File: src/rtl/demux_1to4_stream.sv
// One-input, four-lane stream demultiplexer with a single holding register per lane.
// Each lane keeps its own count of completed output transfers.
module demux_1to4_stream #(
    parameter int WIDTH = 8
) (
    input  logic               clk,
    input  logic               rst,
    input  logic [WIDTH-1:0]   in_data,
    input  logic [1:0]         in_sel,
    input  logic               in_valid,
    output logic               in_ready,
    output logic [4*WIDTH-1:0] out_data,
    output logic [3:0]         out_valid,
    input  logic [3:0]         out_ready,
    output logic [31:0]        out_count
);

    function automatic logic [7:0] wrap_inc(input logic [7:0] c);
        return c + 8'd1;
    endfunction

    logic [WIDTH-1:0] data_p1 [4];
    logic [3:0]       vld_p1;
    logic [7:0]       cnt_p1  [4];
    logic [3:0]       load;
    logic [3:0]       out_xfer;

    // A lane can accept when it is empty or its word leaves in the same cycle.
    assign in_ready = ~vld_p1[in_sel] | out_ready[in_sel];
    assign out_xfer = vld_p1 & out_ready;

    for (genvar g = 0; g < 4; g++) begin : g_lane
        assign load[g] = in_valid & in_ready & (in_sel == 2'(g));
        assign out_data[g*WIDTH +: WIDTH] = data_p1[g];
        assign out_count[g*8 +: 8]        = cnt_p1[g];
    end

    assign out_valid = vld_p1;

    // ---- stage p1: lane holding registers and transfer counters ----
    always_ff @(posedge clk) begin
        if (rst) begin
            vld_p1 <= 4'b0000;
            for (int i = 0; i < 4; i++) begin
                data_p1[i] <= '0;
                cnt_p1[i]  <= 8'd0;
            end
        end else begin
            for (int i = 0; i < 4; i++) begin
                if (load[i]) begin
                    data_p1[i] <= in_data;
                    vld_p1[i]  <= 1'b1;
                end else if (out_xfer[i]) begin
                    vld_p1[i]  <= 1'b0;
                end
                if (out_xfer[i]) begin
                    cnt_p1[i] <= wrap_inc(cnt_p1[i]);
                end
            end
        end
    end

endmodule

File: config.mk
export PLATFORM = sky130hd
export DESIGN_NAME = demux_1to4_stream
export DESIGN_NICKNAME = d
export VERILOG_FILES = /design/src/rtl/demux_1to4_stream.sv
export SDC_FILE = /design/constraint.sdc
export NUM_CORES = 1
export LEC_CHECK = 0
export CAP_MARGIN = 20
export CORE_AREA = 3 3 85 87
export DETAILED_ROUTE_END_ITERATION = 7
export DIE_AREA = 0 0 88 90
export PLACE_DENSITY_LB_ADDON = 0.3
export SETUP_SLACK_MARGIN = 0.2
export SKIP_LAST_GASP = 1
export SYNTH_ARGS = -nofsm -noshare
export SYNTH_HDL_FRONTEND = slang
export SYNTH_SLANG_ARGS = --single-unit
File: constraint.sdc
create_clock -name clk -period 1.6 [get_ports clk]
set_clock_uncertainty 0.15 [all_clocks]
set_input_delay 0.16 -clock clk [delete_from_list [all_inputs] [get_ports clk]]
set_output_delay 0.16 -clock clk [all_outputs]
set_load 0.02 [all_outputs]
* Yosys cells after proc, flatten, opt, wreduce, memory -nomap -nowiden
Memories as Yosys holds them, arrays and structs flattened.
Index checks and enable logic that the tools add are counted.
** Cells by class
- Bitwise gates (word level) :: 16
- $add $sub $neg :: 4
- Order comparisons :: 1
- Equal/unequal tests :: 3
- Reduce and logical (&&, ||, !) cells :: 5
- Multiplexer cells :: 46
** Operators by type and width (count)
- $mux 8 :: 8
- $mux 1 :: 36
- $add 8x1->8 const B :: 4
- $or 1x1->1 :: 9
- $reduce_bool 2->1 :: 4
- $and 1x1->1 :: 5
- $and 4x4->4 :: 1
- $bmux 1 s2 :: 2
- $eq 2x2->1 const B :: 2
- $lt 2x3->1 const B :: 1
- $eq 2x1->1 const B :: 1
- $logic_not 2->1 :: 1
- $not 1->1 :: 1
** Word-level totals
- RAM bits :: 64
- Word-level logic and storage cells :: 81
- Input bits :: 17
- Memories kept :: 2
- Register bits after elaboration :: 4
** Memories
- cnt_p1 :: depth 4, bits a word 8, rd ports 4, clocked after memory_dff 0, wr ports 4, RTL line 24 : logic [7:0] cnt_p1 [4];
- data_p1 :: depth 4, bits a word 8, rd ports 4, clocked after memory_dff 0, wr ports 4, RTL line 22 : logic [WIDTH-1:0] data_p1 [4];

* Longest topological paths before layout
- Word-level depth :: 10
- Mapped depth :: 4
- Mapped depth without buffers :: 4

* Worst setup path before layout
No wires, ideal clock.
- Path type :: register to register
- Start :: memory cnt_p1[3][0]
- End :: memory cnt_p1[3][6], data pin
- Buffers on the path :: 0
- Data required time :: 1.304 ns
- Period minus slack after synthesis :: 1.575 ns
- Setup time :: 0.146 ns
- Cell stages (with the launch flop) :: 5
- Slack :: 0.025 ns
- Arrival :: 1.279 ns
- Cell sequence :: edfxtp_1 -> ha_1 -> inv_1 -> or3_1 -> a21oi_1
** RTL lines (RTL line)
- start: declaration :: 24

* Worst setup path after layout
- Start :: register vld_p1[0] (netlist: out_valid[0])
- End :: output in_ready
** On the way
- Word-level cells in the longest chain between the ends :: 4
** Ends and longest elaborated chain
- start: declaration :: RTL line 23 : logic [3:0] vld_p1;
- start signal: assignment :: RTL line 43 : vld_p1 <= 4'b0000;
- start signal: indexed assignment :: RTL line 52 : vld_p1[i] <= 1'b1;
- start signal: indexed assignment :: RTL line 54 : vld_p1[i] <= 1'b0;
- $bmux 1 s2 :: RTL line 29 : assign in_ready = ~vld_p1[in_sel] | out_ready[in_sel];
- $mux 1 (implied by the code) :: RTL line 29
- $not 1->1 :: RTL line 29
- $or 1x1->1 :: RTL line 29
- end: declaration :: RTL line 11 : output logic in_ready,
Every way passes these cells. The select of a mux whose other input is x is not followed.

==> out/metrics.cfg <==
[run_status]
status = finished, violations left
violations = negative setup slack

[placement]
io_buffers = 85
dp_hpwl_um = 5160
dp_cells = 436
place_congestion = 0.831

[clock_network]
htree_levels = 3
cts_tree = yes
cts_inserted_buffers = 9
ctsHoldBuffers = 0
root_buffer = clkbuf_8
clk_latency_ns = 0.34
clkTransAtPathRegs_ns = 0.08
cts_sinks = 68
cts_buffer_depth = 2

[yosys]
syn-num-nets = 279
ys_warn_count = 0
ys_types = 26
synth-seq-cells = 68
ys_seq_area_share_pct = 66.1
synth_area_per_cell_um2 = 11.7
syn_inst = 258
netlist_area_um2 = 3030

[layout]
n_antenna_cell = 0
nets = 422
stdcell_count = 483
drive_gt1_share_pct = 39.2
area_growth_pct = 54.8

[setup_path]
critical_path_class = flip-flop to primary output
cp_num_buf_inv = 1
cp_cell_sequence = nand2b_1 -> mux4_2 -> buf_6
worstSetupEndpointType = primary output
cp_data_arrival_time_ns = 1.40
cp_max_fo = 2
slowest_stage = mux4_2
crit_family = multiplexers
max_stage_delay_ns = 0.48
worstSetupStartpointType = flip-flop
cp.required_ns = 1.29

[die]
core_area_um2 = 6420
dieArea_um2 = 7920
die_x_um = 88
initial_core_util_pct = 47.1
ios = 86
rows = 29
fp.dieH_um = 90

[route]
route.antenna.remaining_nets = 0
viasPerCell = 5.24
drc = 0
drt_iter0_drc = 136
wl_per_cell_um = 16.3
drt-total-wl_um = 7860
vias = 2532
drt_pass1_iterations = 4

[hold_path]
hold_class = input port to flip-flop

[grt]
grt_pass1_wl_um = 11600
grt-ovfl-total = 0
grt_pass1_vias = 2430
grt_max_degree = 14
antenna_found_initial = 0
grtUsageTotal_pct = 19.2

[timing]
clock.fmax_mhz = 583
fin_setup_tns_ns = -0.114
min_period_ns = 1.71
hold_viol = 0
timing.final.ws_setup_ns = -0.114
setup_viol = 1
tightest_slew_ns = 0.333
hold_ws_ns = 0.240
drv_slew = 0
rsz0062_at_grt = true
relSlewSlack_pct = 77.7
fin_crit_sh_pct = 107

[pwr]
power_leakage_nw = 1.87
seqPwrFrac_pct = 49.1
p_int_mw = 3.17
clockPowerShare_pct = 37.4
combPwrFrac_pct = 13.4
p_switching_mw = 1.06
p_per_area_nw_per_um2 = 902
p_sw_share_pct = 25.0
irDropWorstVdd_uv = 935

[job]
cap_violations = 0

[worst reg2reg max path: stages (launching register included)]
cell      delay (ns)
edfxtp_1        0.43
buf_6           0.14
ha_4            0.15
inv_2           0.04
or3_1           0.30
a21oi_1         0.13
[sequential cells by signal, indices dropped and copies added (netlist names)]
name,count
cnt_p1,32
data_p1,32
out_valid,4
[synthesized netlist by cell type (all sizes together)]
| master | number | area share, % |
|---|---|---|
| nor2 | 53 | 6.6 |
| or2 | 4 | 0.83 |
| dfxtp | 4 | 2.6 |
| mux4 | 1 | 0.74 |
| nand3b | 1 | 0.25 |
| nand2b | 8 | 1.7 |
| nand3 | 19 | 3.1 |
| ha | 4 | 1.7 |
| xor2 | 7 | 2.0 |
| nand4 | 4 | 1.0 |
| xnor2 | 5 | 1.4 |
| nor2b | 3 | 0.62 |
| buf | 5 | 1.0 |
| edfxtp | 64 | 63 |
| o21ai | 12 | 2.0 |
| or3 | 13 | 2.7 |
| nand2 | 17 | 2.1 |
| clkbuf | 5 | 0.62 |
| a41o | 2 | 0.66 |
| a31o | 2 | 0.58 |
| and2 | 4 | 0.83 |
| inv | 5 | 0.62 |
| a21oi | 16 | 2.8 |
[stage by stage]
stage | util [%] | setup slack (ns) | total power, mW | area [um^2]
floorplan | - | 0.0315 | 2.35 | 3080
global placement | 65.5 | -0.557 | 2.64 | 4210
detailed placement | 65.5 | -0.561 | 2.65 | 4210
CTS | 72.0 | -0.122 | 4.22 | 4620
global route | 73.0 | -0.168 | 4.38 | 4690
finish | 73.0 | -0.114 | 4.23 | 4690
[metal layers]
layer / vias to the layer above / wire length (um) / track usage [%]
li1: 1213 / - / -
met3: 19 / 338 / 4.84
met1: 1214 / 3340 / 24.2
met5: - / 0 / 0
met2: 86 / 3990 / 31.0
met4: 0 / 187 / 8.31
[cells by family after synthesis]
| family | after synthesis | share of synthesized area, % |
|---|---|---|
| fa+ha+maj | 4 | 1.65 |
| compound gates | 32 | 5.99 |
| xor+xnor | 12 | 3.47 |
| simple gates | 126 | 19.7 |
| flops | 68 | 66.1 |
| buf+inv | 15 | 2.27 |
| mux | 1 | 0.744 |
[layout by cell type (no fill, tap or decap), types with 2 or more instances in the layout]
master / count
buf_4: 44
o21ai_0: 12
inv_2: 3
buf_12: 3
and2_1: 4
a21oi_2: 6
a41o_2: 2
or2_2: 4
xor2_1: 7
buf_6: 12
nor2b_4: 2
clkdlybuf4s15_2: 3
ha_4: 3
a21oi_1: 10
dlygate4sd2_1: 25
clkbuf_2: 12
edfxtp_1: 64
a31o_4: 2
nand2b_4: 2
xnor2_2: 2
bufinv_16: 2
nand3_2: 8
xnor2_1: 3
clkbuf_8: 9
buf_2: 17
clkdlybuf4s15_1: 12
inv_6: 2
clkdlybuf4s50_1: 14
or3_1: 11
nand3_1: 11
nor2_1: 45
nand4_1: 3
nor2_2: 7
nand2b_1: 6
dfxtp_2: 4
nand2_1: 17
inv_1: 2
or3_4: 2
[path summary, 6_finish.rpt]
path                                   start                    endpoint  slack, ns  depth (start not counted)
setup / recovery   out_valid[0]$_SDFFE_PP0P_                    in_ready      -0.11                          3
hold / removal                  out_ready[1]   out_valid[1]$_SDFFE_PP0P_       0.24                          4
hold reg to reg    out_valid[3]$_SDFFE_PP0P_   out_valid[3]$_SDFFE_PP0P_       0.45                          3
setup reg to reg  cnt_p1[2][1]$_SDFFCE_PN0P_  cnt_p1[2][6]$_SDFFCE_PN0P_       0.12                          5
[area by class of cell]
cell class | count | area (um^2)
timing repair buffer | 142 | 1180
clock inverter | 7 | 98.8
multi-input combinational | 175 | 1160
clock buffer | 9 | 124
tap | 77 | 96.3
inverter | 5 | 18.8
fill | 470 | 1740
sequential | 68 | 2010
[power groups by stage]
stage | logic [mW] | registers, mW | clock network, mW
finish | 0.567 | 2.08 | 1.58
global route | 0.606 | 2.08 | 1.69
CTS | 0.541 | 2.07 | 1.60
detailed placement | 0.521 | 2.13 | 0
global placement | 0.513 | 2.12 | 0
floorplan | 0.134 | 2.22 | 0
[timing repair]
item | CTS | global route
pin swaps | 7 | 32
resized for setup | 144 | 77
endpoints found under the setup margin | 143 | 98
setup buffers | 25 | 6
No activity file was read; power rests on OpenSTA's default activity.
